File: src/rtl/instruction_fetch_pkg.sv
// Shared definitions for the instruction fetch slice: instruction fields,
// opcode encodings and fetch FSM states.
package instruction_fetch_pkg;

  localparam int unsigned INSTR_W    = 28;
  localparam int unsigned OPC_HI     = 27;
  localparam int unsigned OPC_LO     = 24;
  localparam int unsigned OPERAND_HI = 23;
  localparam int unsigned OPERAND_LO = 0;
  localparam int unsigned JMP_TGT_HI = 23;
  localparam int unsigned JMP_TGT_LO = 16;
  localparam int unsigned CNT_W      = 24;

  typedef enum logic [3:0] {
    OP_NOP = 4'h0,
    OP_STO = 4'h1,
    OP_LD  = 4'h2,
    OP_ADD = 4'h3,
    OP_BLE = 4'h8,
    OP_JMP = 4'h9
  } opcode_t;

  typedef enum logic {
    ST_RUN   = 1'b0,
    ST_DELAY = 1'b1
  } fetch_state_t;

  function automatic opcode_t opcode_of(input logic [INSTR_W-1:0] word);
    return opcode_t'(word[OPC_HI:OPC_LO]);
  endfunction

endpackage

File: src/rtl/instruction_fetch_nop_delay_counter.sv
// Down-counter that times NOP delays: load with N, decrement to zero.
module nop_delay_counter
  import instruction_fetch_pkg::*;
(
  input  logic             clk,
  input  logic             rst,
  input  logic             clear,
  input  logic             load,
  input  logic             dec,
  input  logic [CNT_W-1:0] load_val,
  output logic             zero,
  output logic             last
);

  logic [CNT_W-1:0] count;

  always_ff @(posedge clk or posedge rst) begin
    if (rst) begin
      count <= '0;
    end else if (clear) begin
      count <= '0;
    end else if (load) begin
      count <= load_val;
    end else if (dec && (count != '0)) begin
      count <= count - CNT_W'(1);
    end
  end

  assign zero = (count == '0);
  assign last = (count == CNT_W'(1));

endmodule

File: src/rtl/instruction_fetch.sv
// Single-issue fetch stage: sequential PC, JMP/NOP handling in fetch,
// branch redirect from execute and downstream stall.
module instruction_fetch
  import instruction_fetch_pkg::*;
#(
  parameter int unsigned           ADDR_W     = 16,
  parameter logic [ADDR_W-1:0]     RESET_ADDR = '0
) (
  input  logic               Clock,
  input  logic               Reset,
  input  logic [INSTR_W-1:0] iInstruction,
  input  logic               iStall,
  input  logic               iBranchTaken,
  input  logic [ADDR_W-1:0]  iBranchTarget,
  output logic [ADDR_W-1:0]  oAddress,
  output logic [INSTR_W-1:0] oInstruction,
  output logic               oValid,
  output logic [ADDR_W-1:0]  oPC,
  output logic               oWaiting
);

  fetch_state_t      state;
  logic [ADDR_W-1:0] pc;
  opcode_t           opcode;
  logic [CNT_W-1:0]  operand;
  logic [ADDR_W-1:0] jmp_target;
  logic              cnt_clear;
  logic              cnt_load;
  logic              cnt_dec;
  logic              cnt_zero;
  logic              cnt_last;

  assign opcode     = opcode_of(iInstruction);
  assign operand    = iInstruction[OPERAND_HI:OPERAND_LO];
  assign jmp_target = ADDR_W'(iInstruction[JMP_TGT_HI:JMP_TGT_LO]);
  assign oAddress   = pc;

  // Counter controls follow the same priority as the FSM below.
  always_comb begin
    cnt_clear = iBranchTaken;
    cnt_load  = 1'b0;
    cnt_dec   = 1'b0;
    if (!iBranchTaken && !iStall) begin
      if (state == ST_DELAY) begin
        cnt_dec = 1'b1;
      end else if ((opcode == OP_NOP) && (operand != '0)) begin
        cnt_load = 1'b1;
      end
    end
  end

  nop_delay_counter u_delay (
    .clk      (Clock),
    .rst      (Reset),
    .clear    (cnt_clear),
    .load     (cnt_load),
    .dec      (cnt_dec),
    .load_val (operand),
    .zero     (cnt_zero),
    .last     (cnt_last)
  );

  always_ff @(posedge Clock or posedge Reset) begin
    if (Reset) begin
      state        <= ST_RUN;
      pc           <= RESET_ADDR;
      oInstruction <= '0;
      oValid       <= 1'b0;
      oPC          <= '0;
      oWaiting     <= 1'b0;
    end else if (iBranchTaken) begin
      state    <= ST_RUN;
      pc       <= iBranchTarget;
      oValid   <= 1'b0;
      oWaiting <= 1'b0;
    end else if (!iStall) begin
      case (state)
        ST_DELAY: begin
          oValid <= 1'b0;
          // Leave on the decrement that reaches zero: exactly N idle cycles.
          if (cnt_last || cnt_zero) begin
            state    <= ST_RUN;
            oWaiting <= 1'b0;
          end
        end
        ST_RUN: begin
          if (opcode == OP_JMP) begin
            pc     <= jmp_target;
            oValid <= 1'b0;
          end else if (opcode == OP_NOP) begin
            pc     <= pc + ADDR_W'(1);
            oValid <= 1'b0;
            if (operand != '0) begin
              state    <= ST_DELAY;
              oWaiting <= 1'b1;
            end
          end else begin
            oInstruction <= iInstruction;
            oPC          <= pc;
            oValid       <= 1'b1;
            pc           <= pc + ADDR_W'(1);
          end
        end
        default: state <= ST_RUN;
      endcase
    end
  end

endmodule

File: config.mk
export PLATFORM = sky130hd
export DESIGN_NAME = instruction_fetch
export DESIGN_NICKNAME = d
export VERILOG_FILES = /design/src/rtl/instruction_fetch_pkg.sv /design/src/rtl/instruction_fetch_nop_delay_counter.sv /design/src/rtl/instruction_fetch.sv
export SDC_FILE = /design/constraint.sdc
export NUM_CORES = 1
export LEC_CHECK = 0
export ABC_CLOCK_PERIOD_IN_PS = 3620
export BUFFER_PORTS_ARGS = -buffer_cell sky130_fd_sc_hd__buf_2
export CELL_PAD_IN_SITES_DETAIL_PLACEMENT = 1
export CELL_PAD_IN_SITES_GLOBAL_PLACEMENT = 2
export CORE_UTILIZATION = 33
export DETAILED_ROUTE_END_ITERATION = 6
export GPL_ROUTABILITY_DRIVEN = 0
export PLACE_DENSITY_LB_ADDON = 0.08
export SLEW_MARGIN = 20
export SYNTH_ARGS = -nofsm -noshare
export SYNTH_HDL_FRONTEND = slang
export SYNTH_SLANG_ARGS = --single-unit
File: constraint.sdc
create_clock -name Clock -period 3.62 [get_ports Clock]
set_clock_uncertainty 0.2 [all_clocks]
set_input_delay 0.181 -clock Clock [delete_from_list [all_inputs] [get_ports Clock]]
set_output_delay 0.181 -clock Clock [all_outputs]
set_load 0.02 [all_outputs]
## Yosys cells after proc, flatten, opt, wreduce, memory -nomap -nowiden

Cells that the tools add are included.

| word-level totals | value |
|---|---|
| register bits | 87 |
| output and inout port bits | 62 |
| input bits | 48 |
| memories kept | 0 |
| word-level logic and storage cells | 67 |
| bits in writable memories | 0 |
| memory bits (read-only) | 0 |
| bits in latches | 0 |

| cells by class | value |
|---|---|
| mux-type cells | 31 |
| reduce and logical (&&, ||, !) cells | 14 |
| magnitude comparators | 0 |
| div/mod/pow operators | 0 |
| bitwise operators | 5 |
| equality and inequality tests | 8 |
| shift operators | 0 |
| multipliers | 0 |
| $add $sub $neg | 2 |

Operator list:

| cell | number |
|---|---|
| 24-bit 2-to-1 mux | 3 |
| 16-bit 2-to-1 mux | 4 |
| 24-bit nonzero test | 2 |
| 24-bit by 1-bit == test with 1-bit output, second input constant | 1 |
| 24-bit logical NOT | 1 |
| 24-bit by 1-bit subtractor with 24-bit output, second input constant | 1 |
| 1-bit 2-to-1 mux | 21 |
| 16-bit by 1-bit adder with 16-bit output, second input constant | 1 |
| 5-bit AND reduction | 2 |
| 3-bit inequality test, second input constant | 3 |
| 1-bit one-hot mux with 2 select lines | 3 |
| 1-bit NOT | 5 |
| 4-bit == test, second input constant | 1 |
| 4-bit logical NOT | 1 |
| 1-bit logical AND | 3 |
| 3-bit by 2-bit inequality test with 1-bit output, second input constant | 1 |
| 3-bit nonzero test | 1 |
| 1-bit logical NOT | 2 |
| 2-bit by 1-bit inequality test with 1-bit output, second input constant | 1 |
| 2-bit inequality test, second input constant | 1 |
| 2-bit AND reduction | 1 |
| 1-bit logical OR | 1 |

## Longest topological paths before layout

| logic depth | value |
|---|---|
| depth after elaboration | 7 |
| depth in mapped cells | 8 |
| mapped depth without buffers | 7 |

## Cells and area by module

Synthesis repeated with hierarchy kept, for this count alone.

| unflattened totals | value |
|---|---|
| cells, all modules | 438 |
| area total of the unflattened synthesis | 4643.2 um2 |

By module, submodules not included:

| module | seq. area each (um2) | cells each | instances | area each (um2) |
|---|---|---|---|---|
| instruction_fetch | 1576.5 | 254 | 1 | 2989.1 |
| nop_delay_counter | 600.6 | 184 | 1 | 1654.1 |

## Worst setup path after synthesis

OpenSTA, ideal clock, no wires.

| timing | value |
|---|---|
| path type | register -> register |
| from | reg u_delay.count[4] |
| to | reg u_delay.count[11] |
| setup slack | 1.322 ns |
| data arrival time | 1.962 ns |
| required time | 3.285 ns |
| library setup time | 0.135 ns |
| stages on the path, launching flop included | 7 |
| buffers on the path | 1 |
| clock period less this slack | 2.298 ns |
| cell sequence | dfrtp_1 -> or3_4 -> or3_4 -> buf_6 -> or4_1 -> o2111ai_1 -> o21ai_0 |

| on the way | value |
|---|---|
| longest elaborated chain between the ends | 4 |
| elaborated cells between the ends (all ways) | 7 |
| classes of those cells | 1 x add/sub; 3 x mux; 3 x reduce/logical |

Ends and longest elaborated chain:

| element | line | RTL |
|---|---|---|
| from (decl) | instruction_fetch_nop_delay_counter.sv:15 | `logic [CNT_W-1:0] count;` |
| from (signal assigned) | instruction_fetch_nop_delay_counter.sv:23 | `count <= load_val;` |
| from (signal assigned) | instruction_fetch_nop_delay_counter.sv:25 | `count <= count - CNT_W'(1);` |
| 24-bit by 1-bit subtractor with 24-bit output | instruction_fetch_nop_delay_counter.sv:25 |  |
| 24-bit 2-to-1 mux | instruction_fetch_nop_delay_counter.sv:24 | `end else if (dec && (count != '0)) begin` |
| 24-bit 2-to-1 mux | instruction_fetch_nop_delay_counter.sv:22 | `end else if (load) begin` |
| 24-bit 2-to-1 mux | instruction_fetch_nop_delay_counter.sv:20 | `end else if (clear) begin` |

Several ways; a longest one is shown, not always the timed one. The select of a mux whose other input is x is not followed.
A chain may end at the register's enable or synchronous reset.

## Worst setup path after layout

| timing | value |
|---|---|
| from | reg u_delay.count[4] |
| to | reg u_delay.count[12] |

The elaborated chain is that of the path after synthesis.

==> qor.txt <==
Outcome - complete, no violations
Crit path to - u_delay.count[12]
Initial drt markers - 151
Ant diodes - 0
Crit path capture type - flip-flop
Post-Syn Nets - 513
Clk pwr share - 30.0%
FF-to-FF End - u_delay.count[12]
Main combinational cell family by area after synthesis - simple AND/OR/NAND/NOR gates
# DRC - 0
Via density - 5.54
Synth Area in Simple Gates - 17.8%
Sw Ratio - 34.1%
Total CTS buffers - 9
Hold Crit Start - iInstruction[17]
Initial Util - 33.8%
Worst skew pair latency - 0.35 ns
Final nets - 668
First-pass GRT wire length - 26100 um
CTS max path bufs - 2
Tmin final - 2.77 ns
Die Span Y - 121 um
Reg power frac - 41.1%
Clock root buffer - clkbuf_16
Max_slew headroom - 46.8%
Full die area - 14600 um2
Worst r2r path cells - 6
Netlist cell types - 61
Hold Vio Cnt, Final - 0
# rows - 43
Pleak - 2.83 nW
H-tree levels - 3
Layout area overhead - 32.4%
XOR/XNOR share of the synthesized area - 0.562%
Worst path required time - 3.67 ns
All-layer global routing usage - 23.5%
EDFF count, synth - 0
First-pass DRT Iterations - 4
Post-synthesis compound-gate area fraction - 17.0%
Final setup TNS - 0 ns
Post-Synth Adder-Cell Area - 1.07%
Largest area contributor in the netlist - dfrtp_1
Fin worst setup slack - 0.851 ns
Number of buffers added on ports - 109
Core ar. - 13800 um2
Pwr Density - 471 nW/um2
WL final - 16200 um
Reg-to-Reg Start - u_delay.count[4]
Synth Flop Type - dfrtp_1
Commonest non-fill, non-tap cells in the layout - 109 x buf_2, 87 x dfrtp_1, 45 x dlygate4sd3_1
Initial antenna violation count - 0
Area taken by multi-input logic gates - 2370 um2
CP Max Fanout - 10
Layout cells sized above 1 - 31.6%
Gate Count Post-Synth - 461
Asr flop ratio synth - 100%
Worst Hold Class - in -> reg
Critical Path Start - u_delay.count[4]
P_int - 1.92 mW
F_max - 361 MHz
Chip width - 121 um
Pre-CTS setup slack - 0.910 ns
Post-synth top area share - 46.6%
Fill count - 1599
DR vias - 4434
Sequential area share after synthesis - 46.6%
Grt ovf - 0
Max-cap viol count - 0
Ys Warns - 0
Wire per inst - 20.2 um
Commonest non-fill, non-tap cell in the layout - buf_2
RSZ-0062 raised after global routing - false
Synth Area per Inst - 10.1 um2
Slack of the worst reg-to-reg path - 0.85 ns
Design Power - 2.92 mW
Area contributors post-synth - dfrtp_1 47%, mux2_2 10%, mux2i_1 3.4%
Mux cell area share after synthesis - 13.8%
Placed instance area - 5470 um2
Netlist Area Pre-Place - 4680 um2
Clock-pin slew on the worst setup and hold paths - 0.07 ns
Register Area - 2180 um2
NetSw - 993 uW
CP arrival - 2.82 ns
Gate power share - 29.0%
Final Instance Area - 6190 um2
Crit share post-route - 76.5%
Hpwl dp - 11400 um
Crit Path Category - reg -> reg
CTS tree - yes
ANT nets after route - 0
Final setup vio count - 0
Post-CTS setup buffer count - 0
Synthesized flop and latch total - 87
Worst-Margin Slew - 0.796 ns
Largest net degree at the start of global routing - 32
Vias in the first global route - 4841
IO Pins - 110
VDD IR max - 209 uV
Max Transition Viols Final - 0
CTS sink cnt - 87
Crit start category - flip-flop
==> power groups by stage <==
stage	Clock, mW	Sequential, mW	Combinational (mW)
4_1_cts	0.901	1.20	0.852
2_1_floorplan	0	1.34	0.383
3_3_place_gp	0	1.20	0.800
5_1_grt	0.926	1.22	0.918
6_report	0.873	1.20	0.845
3_5_place_dp	0	1.21	0.811
==> synthesized netlist by cell type, drive strengths merged, types with 2 or more instances <==
library cell / instances
and2: 2
a311oi: 2
a31oi: 5
nor4: 16
or4: 8
a21oi: 18
and4: 3
a22oi: 3
o22a: 4
nand2: 29
o31ai: 2
a41oi: 3
nand4: 7
xnor2: 2
nor3b: 2
mux2i: 16
nand2b: 3
a2bb2oi: 2
dfrtp: 87
mux2: 43
o41a: 2
inv: 8
o311ai: 2
o2111ai: 11
and3: 5
or2: 2
o22ai: 5
ha: 4
nor3: 15
clkbuf: 18
o21ai: 36
buf: 9
o211ai: 2
nand3: 12
a211oi: 8
or3: 8
nor2: 39
==> area by class of cell <==
type / count / share of cell area, %
Multi-Input combinational cell: 339 / 38.2
Sequential cell: 87 / 35.2
Timing Repair Buffer: 171 / 18.1
Clock buffer: 12 / 3.98
Tap cell: 180 / 3.64
Inverter: 8 / 0.505
Clock inverter: 3 / 0.323
==> how the worst min path moves through the flow <==
stage,endpoint,slack [ns],cells past startpoint
floorplan,oAddress[8],0.1,1
global placement,oInstruction[20],0.05,2
detailed placement,oInstruction[18],0.04,2
CTS,u_delay.count[17],0.04,3
global route,oInstruction[17],0.06,2
finish,oInstruction[17],0.04,2
==> worst max-delay path: stages, from the launching register on <==
cell and delay (ns):
dfrtp_1 0.43, nor3_1 0.63, nand4_1 0.31, o21ai_2 0.46, buf_4 0.27, o21ai_0 0.11
a311oi_1 0.27
==> routing by layer <==
layer  global-route usage, %  share of wire [%]
met5                       0                  0
met1                    29.5                 45
met4                    9.41                2.3
met2                    40.6                 50
met3                    3.15                2.4
==> per-stage QoR <==
| step | utilization (%) | std cells | hold WS (ns) |
|---|---|---|---|
| 2_1_floorplan | - | 461 | 0.0980 |
| 3_3_place_gp | 39.6 | 740 | 0.0468 |
| 3_5_place_dp | 39.6 | 740 | 0.0426 |
| 4_1_cts | 44.8 | 800 | 0.0408 |
| 5_1_grt | 44.8 | 800 | 0.0616 |
| 6_report | 44.8 | 800 | 0.0401 |
==> cell families (layout without fill, tap and decap cells) <==
kind of cell               count (synthesis)  in the layout
DFF                                       87             87
buffers and inverters                     35            194
muxes                                     59             59
xor gates and xnor gates                   3              3
and+or+nand+nor                          156            156
adders and majority gates                  4              4
AOI/OAI and AO/OA                        117            117
==> what timing repair did <==
item	4_1_cts	5_1_grt
hold buffers	45	0
hold endpoints to repair	87	0
gates resized for setup	0	0
==> flip-flops by register name, indices dropped and copies added, names as in the netlist <==
signal / cells
state: 1
oWaiting: 1
oPC: 16
oInstruction: 28
oAddress: 16
u_delay.count: 24
oValid: 1
Note: power is estimated with default switching activity, not from simulation.
